$ cat src/rtl/word_deserializer_pkg.sv
// rtl/word_deserializer_pkg.sv - shared constants and sizing helper for the word deserializer
package word_deserializer_pkg;

  localparam int DEFAULT_WIDTH = 4;
  localparam int DEFAULT_SIZE  = 3;

  // Never returns 0 so a counter always has at least one bit.
  function automatic int clog2(input int value);
    int bits;
    bits = 0;
    for (int i = 0; i < 32; i++) begin
      if ((1 << bits) < value) bits = bits + 1;
    end
    return (bits < 1) ? 1 : bits;
  endfunction

endpackage

$ cat src/rtl/word_deserializer_if.sv
// rtl/word_deserializer_if.sv - word input and frame output handshake bundle
interface word_deserializer_if #(
  parameter int WIDTH = 4,
  parameter int SIZE  = 3
);

  logic                    in_valid;
  logic                    in_ready;
  logic [WIDTH-1:0]        data_in;
  logic                    out_valid;
  logic                    out_ready;
  logic [WIDTH*SIZE-1:0]   dout;

  modport master (
    output in_valid,
    output data_in,
    output out_ready,
    input  in_ready,
    input  out_valid,
    input  dout
  );

  modport slave (
    input  in_valid,
    input  data_in,
    input  out_ready,
    output in_ready,
    output out_valid,
    output dout
  );

endinterface

$ cat src/rtl/word_deserializer.sv
// rtl/word_deserializer.sv - collects SIZE serial words into one frame behind a valid/ready holding register
module word_deserializer
  import word_deserializer_pkg::*;
#(
  parameter int WIDTH = DEFAULT_WIDTH,
  parameter int SIZE  = DEFAULT_SIZE
) (
  input  logic               i_clk,
  input  logic               i_rst_n,
  input  logic               i_ce,
  input  logic               i_clear,
  input  logic               i_dir,
  output logic               o_busy,
  word_deserializer_if.slave bus
);

  localparam int FW = WIDTH * SIZE;
  localparam int CW = clog2(SIZE);

  logic [CW-1:0] r_cnt;
  logic [FW-1:0] r_sr;
  logic          r_frame_dir;
  logic [FW-1:0] r_dout;
  logic          r_out_valid;

  logic          w_last;
  logic          w_in_ready;
  logic          w_accept;
  logic          w_dir;
  logic [FW-1:0] w_shifted;

  assign w_last = (r_cnt == CW'(SIZE - 1));

  // Only the closing word needs a free holding register; earlier words assemble in r_sr.
  assign w_in_ready = i_rst_n && i_ce && !i_clear &&
                      !(w_last && r_out_valid && !bus.out_ready);
  assign w_accept   = bus.in_valid && w_in_ready;

  assign w_dir     = (r_cnt == '0) ? i_dir : r_frame_dir;
  assign w_shifted = w_dir ? {bus.data_in, r_sr[FW-1:WIDTH]}
                           : {r_sr[FW-WIDTH-1:0], bus.data_in};

  always_ff @(posedge i_clk or negedge i_rst_n) begin
    if (!i_rst_n) begin
      r_cnt       <= '0;
      r_sr        <= '0;
      r_frame_dir <= 1'b0;
    end else if (i_clear) begin
      r_cnt <= '0;
      r_sr  <= '0;
    end else if (w_accept) begin
      if (r_cnt == '0) r_frame_dir <= i_dir;
      if (w_last) begin
        r_cnt <= '0;
        r_sr  <= '0;
      end else begin
        r_cnt <= r_cnt + CW'(1);
        r_sr  <= w_shifted;
      end
    end
  end

  // A completion on the same edge as a drain refills the register with no bubble.
  always_ff @(posedge i_clk or negedge i_rst_n) begin
    if (!i_rst_n) begin
      r_dout      <= '0;
      r_out_valid <= 1'b0;
    end else if (w_accept && w_last) begin
      r_dout      <= w_shifted;
      r_out_valid <= 1'b1;
    end else if (bus.out_ready) begin
      r_out_valid <= 1'b0;
    end
  end

  assign bus.in_ready  = w_in_ready;
  assign bus.out_valid = r_out_valid;
  assign bus.dout      = r_dout;
  assign o_busy        = (r_cnt != '0);

endmodule

$ cat src/flat_wrapper.sv
// flat-port wrapper written by rule: the top's interface ports become plain ports
module word_deserializer_flat import word_deserializer_pkg::*;
#(
  parameter int WIDTH = DEFAULT_WIDTH,
  parameter int SIZE  = DEFAULT_SIZE
)
  (i_clk, i_rst_n, i_ce, i_clear, i_dir, o_busy, bus_in_valid, bus_data_in, bus_out_ready, bus_in_ready, bus_out_valid, bus_dout);
  word_deserializer_if #(.WIDTH(WIDTH), .SIZE(SIZE)) bus_i ();
  input  logic i_clk;
  input  logic i_rst_n;
  input  logic i_ce;
  input  logic i_clear;
  input  logic i_dir;
  output logic o_busy;
  input wire logic [$bits(bus_i.in_valid)-1:0] bus_in_valid;
  input wire logic [$bits(bus_i.data_in)-1:0] bus_data_in;
  input wire logic [$bits(bus_i.out_ready)-1:0] bus_out_ready;
  output wire logic [$bits(bus_i.in_ready)-1:0] bus_in_ready;
  output wire logic [$bits(bus_i.out_valid)-1:0] bus_out_valid;
  output wire logic [$bits(bus_i.dout)-1:0] bus_dout;
  assign bus_i.in_valid = bus_in_valid;
  assign bus_i.data_in = bus_data_in;
  assign bus_i.out_ready = bus_out_ready;
  assign bus_in_ready = bus_i.in_ready;
  assign bus_out_valid = bus_i.out_valid;
  assign bus_dout = bus_i.dout;
  word_deserializer #(.WIDTH(WIDTH), .SIZE(SIZE)) u_core (.i_clk(i_clk), .i_rst_n(i_rst_n), .i_ce(i_ce), .i_clear(i_clear), .i_dir(i_dir), .o_busy(o_busy), .bus(bus_i));
endmodule
$ cat config.mk
export PLATFORM = sky130hd
export DESIGN_NAME = word_deserializer_flat
export DESIGN_NICKNAME = d
export VERILOG_FILES = /design/src/rtl/word_deserializer_pkg.sv /design/src/rtl/word_deserializer_if.sv /design/src/rtl/word_deserializer.sv /design/src/flat_wrapper.sv
export SDC_FILE = /design/constraint.sdc
export NUM_CORES = 1
export LEC_CHECK = 0
export ABC_AREA = 1
export CAP_MARGIN = 20
export CORE_ASPECT_RATIO = 1.1
export CORE_UTILIZATION = 30
export CTS_CLUSTER_SIZE = 20
export DETAILED_ROUTE_END_ITERATION = 10
export HOLD_SLACK_MARGIN = 0.15
export PLACE_DENSITY_LB_ADDON = 0.2
export SLEW_MARGIN = 40
export SYNTH_ARGS = -nofsm -noshare
export SYNTH_HDL_FRONTEND = slang
export SYNTH_SLANG_ARGS = --single-unit
$ cat constraint.sdc
create_clock -name i_clk -period 3.2 [get_ports i_clk]
set_input_delay 0.32 -clock i_clk [delete_from_list [all_inputs] [get_ports i_clk]]
set_output_delay 0.32 -clock i_clk [all_outputs]
set_load 0.02 [all_outputs]
==> impl_metrics.json <==
{
  "fmax_mhz": 465,
  "hold_buffers": 0,
  "portBuffers": 25,
  "rr_endpoint": "u_core.r_sr[1]$_DFFE_PN0P_",
  "antenna_cells": 0,
  "routabilityCongestion": 0.704,
  "synth.distinct_cells": 16,
  "synth_top_area_cell": "dfrtp_1",
  "seq_area_frac_synth_pct": 50.2,
  "start_util_pct": 31.9,
  "skew_ns": 0.00399,
  "rsz0062_at_grt": "false",
  "r2r-start": "u_core.r_cnt[1]$_DFFE_PN0P_",
  "first_iter_violations": 31,
  "grt_first_pass_wirelength_um": 4820,
  "grt_max_degree": 29,
  "cp_max_fo": 3,
  "p_leak_uw": 0.000929,
  "final_util_pct": 39.4,
  "whs_ns": 0.455,
  "drt_pass1_iterations": 4,
  "seqCellArea_um2": 701,
  "clock-sinks": 28,
  "num_vias": 1144,
  "hold_viol_final": 0,
  "multi_input_area_um2": 599,
  "p_sw_uw": 238,
  "die_area_mm2": 0.00493,
  "fp.dieW_um": 67.1,
  "ctsResizeCount": 0,
  "final_cell_area_mm2": 0.00173,
  "p_sw_share_pct": 28.1,
  "gr-usage-met2_pct": 19.3,
  "via_per_inst": 4.43,
  "ys_warn_count": 0,
  "maxSlewViolCount": 0,
  "crit_arrival_ns": 1.83,
  "clockRootBuffer": "clkbuf_8",
  "synth_top_area_share_pct": 50.2,
  "start_kind": "input pin",
  "cp-end-kind": "primary output",
  "tightest_slew_ns": 0.482,
  "tritoncts": "yes",
  "drtAntennaViolNets": 0,
  "p_int_uw": 609,
  "overflow": 0,
  "cts_setup_buffers": 0,
  "drive_gt1_share_pct": 8.33,
  "tns_ns": 0,
  "syn-num-nets": 192,
  "synth-seq-cells": 28,
  "top_usage_layer": "met2",
  "drt-total-wl_um": 2930,
  "clock_power_share_pct": 33.6,
  "drv_cap": 0,
  "vdd_ir_drop_max_mv": 0.197,
  "numCtsBuffers": 3,
  "yosys-top-cells-area": "dfrtp_1 50%, nand2_1 29%, nand3_1 5.0%, buf_6 4.0%, nand2_2 1.8%",
  "antenna_found_initial": 0,
  "clock_latency_ns": 0.28,
  "p_per_area_mw_per_mm2": 491,
  "use_met3_pct": 2.48,
  "r2r_setup_slack_ns": 1.80,
  "rows": 25,
  "synth.avg_cell_area_um2": 7.71,
  "status": "finished, final reports clean",
  "nNetsFinal": 216,
  "num_io_pins": 26,
  "drc_errors": 0,
  "first_global_vias": 1042,
  "synthToLayoutAreaGrowth_pct": 23.7,
  "place_ws_ns": 1.03,
  "grt_util_all_layers_pct": 13.3,
  "synth_area_mm2": 0.00140,
  "setup_violations": 0,
  "hold_path.class": "in -> async",
  "seqPwrFrac_pct": 46.2,
  "period_minus_slack_ns": 2.15,
  "coreArea_mm2": 0.00438,
  "ff2ff_path_depth": 7,
  "die_h_um": 73.6,
  "power_frac_comb_pct": 20.2,
  "hpwl_um": 1970,
  "relSlewSlack_pct": 67.8,
  "period_share_pct": 67.2,
  "htree_levels": 1,
  "fin_ws_ns": 1.05,
  "globalRouteMet1Util_pct": 19.1,
  "required_ns": 2.88,
  "place_area_mm2": 0.00166,
  "clock_path_buffers": 2,
  "clkTransAtPathRegs_ns": 0.10,
  "worstSetupPathType": "in -> out",
  "synthCells": 181,
  "nFillCells": 469,
  "wl_per_cell_um": 11.3
}
[layout make-up]
type                            instances  area share, %
Tap cell                               54           3.91
Inverter                                8           1.74
Sequential cell                        28           40.6
Multi-Input combinational cell        138           34.7
Clock buffer                            3           2.39
Timing Repair Buffer                   26           14.9
Clock inverter                          1           1.74
[per-layer routing]
layer | vias to the layer above | share of wire, %
li1 | 601 | -
met1 | 509 | 51
met2 | 29 | 42
met3 | 5 | 5.2
met4 | 0 | 1.6
met5 | - | 0
[state kept, by name, indices dropped and copies added (netlist names)]
| name | cells |
|---|---|
| u_core.bus.dout | 12 |
| u_core.bus.out_valid | 1 |
| u_core.r_cnt | 2 |
| u_core.r_frame_dir | 1 |
| u_core.r_sr | 12 |
[through the flow]
| step | total power [uW] | cells |
|---|---|---|
| 4_1_cts | 860 | 258 |
| 3_5_place_dp | 572 | 254 |
| 2_1_floorplan | 510 | 181 |
| 3_3_place_gp | 572 | 254 |
| 6_report | 847 | 258 |
| 5_1_grt | 889 | 258 |
[cells in the mapped netlist]
cell,count
dfrtp_1,28
nand3_4,1
o21ai_0,1
nor2_4,2
and2_1,1
buf_6,5
nand2_1,109
buf_2,2
nor3_1,1
nor2_1,3
nand2_2,4
nor2_2,1
inv_2,3
nand4_4,1
inv_1,5
nand3_1,14
[worst max path at each step]
stage              endpoint  cells after the start                        start
2_1_floorplan  bus_in_ready                      3  u_core.r_cnt[0]$_DFFE_PN0P_
3_3_place_gp   bus_in_ready                      5                      i_rst_n
3_5_place_dp   bus_in_ready                      5                      i_rst_n
4_1_cts        bus_in_ready                      5                      i_rst_n
5_1_grt        bus_in_ready                      5                      i_rst_n
6_report       bus_in_ready                      5                      i_rst_n
[worst max-delay path: stages]
cell and delay [ns]:
clkdlybuf4s50_1 0.49, nand2_1 0.07, nor2_2 0.21, and2_1 0.16
clkdlybuf4s50_1 0.59
[logic make-up (layout without fill, tap and decap cells)]
| family | after synthesis | count (layout) | share of synthesized area, % |
|---|---|---|---|
| simple gates | 137 | 137 | 42.6 |
| flops | 28 | 28 | 50.2 |
| buf+inv | 15 | 38 | 6.90 |
| compound gates | 1 | 1 | 0.358 |
[layout by cell type (no fill, tap or decap), drive strengths merged]
cell type / instances
and2: 1
buf: 1
bufinv: 1
clkbuf: 3
clkdlybuf4s50: 25
dfrtp: 28
inv: 8
nand2: 113
nand3: 15
nand4: 1
nor2: 6
nor3: 1
o21ai: 1
[power groups by stage]
stage               logic [uW]  clock network (uW)  registers, uW
finish                     171                 285            391
global route               192                 303            395
CTS                        175                 294            392
detailed placement         173                   0            399
global placement           174                   0            399
floorplan                 97.9                   0            412
Note: power is estimated with default switching activity, not from simulation.
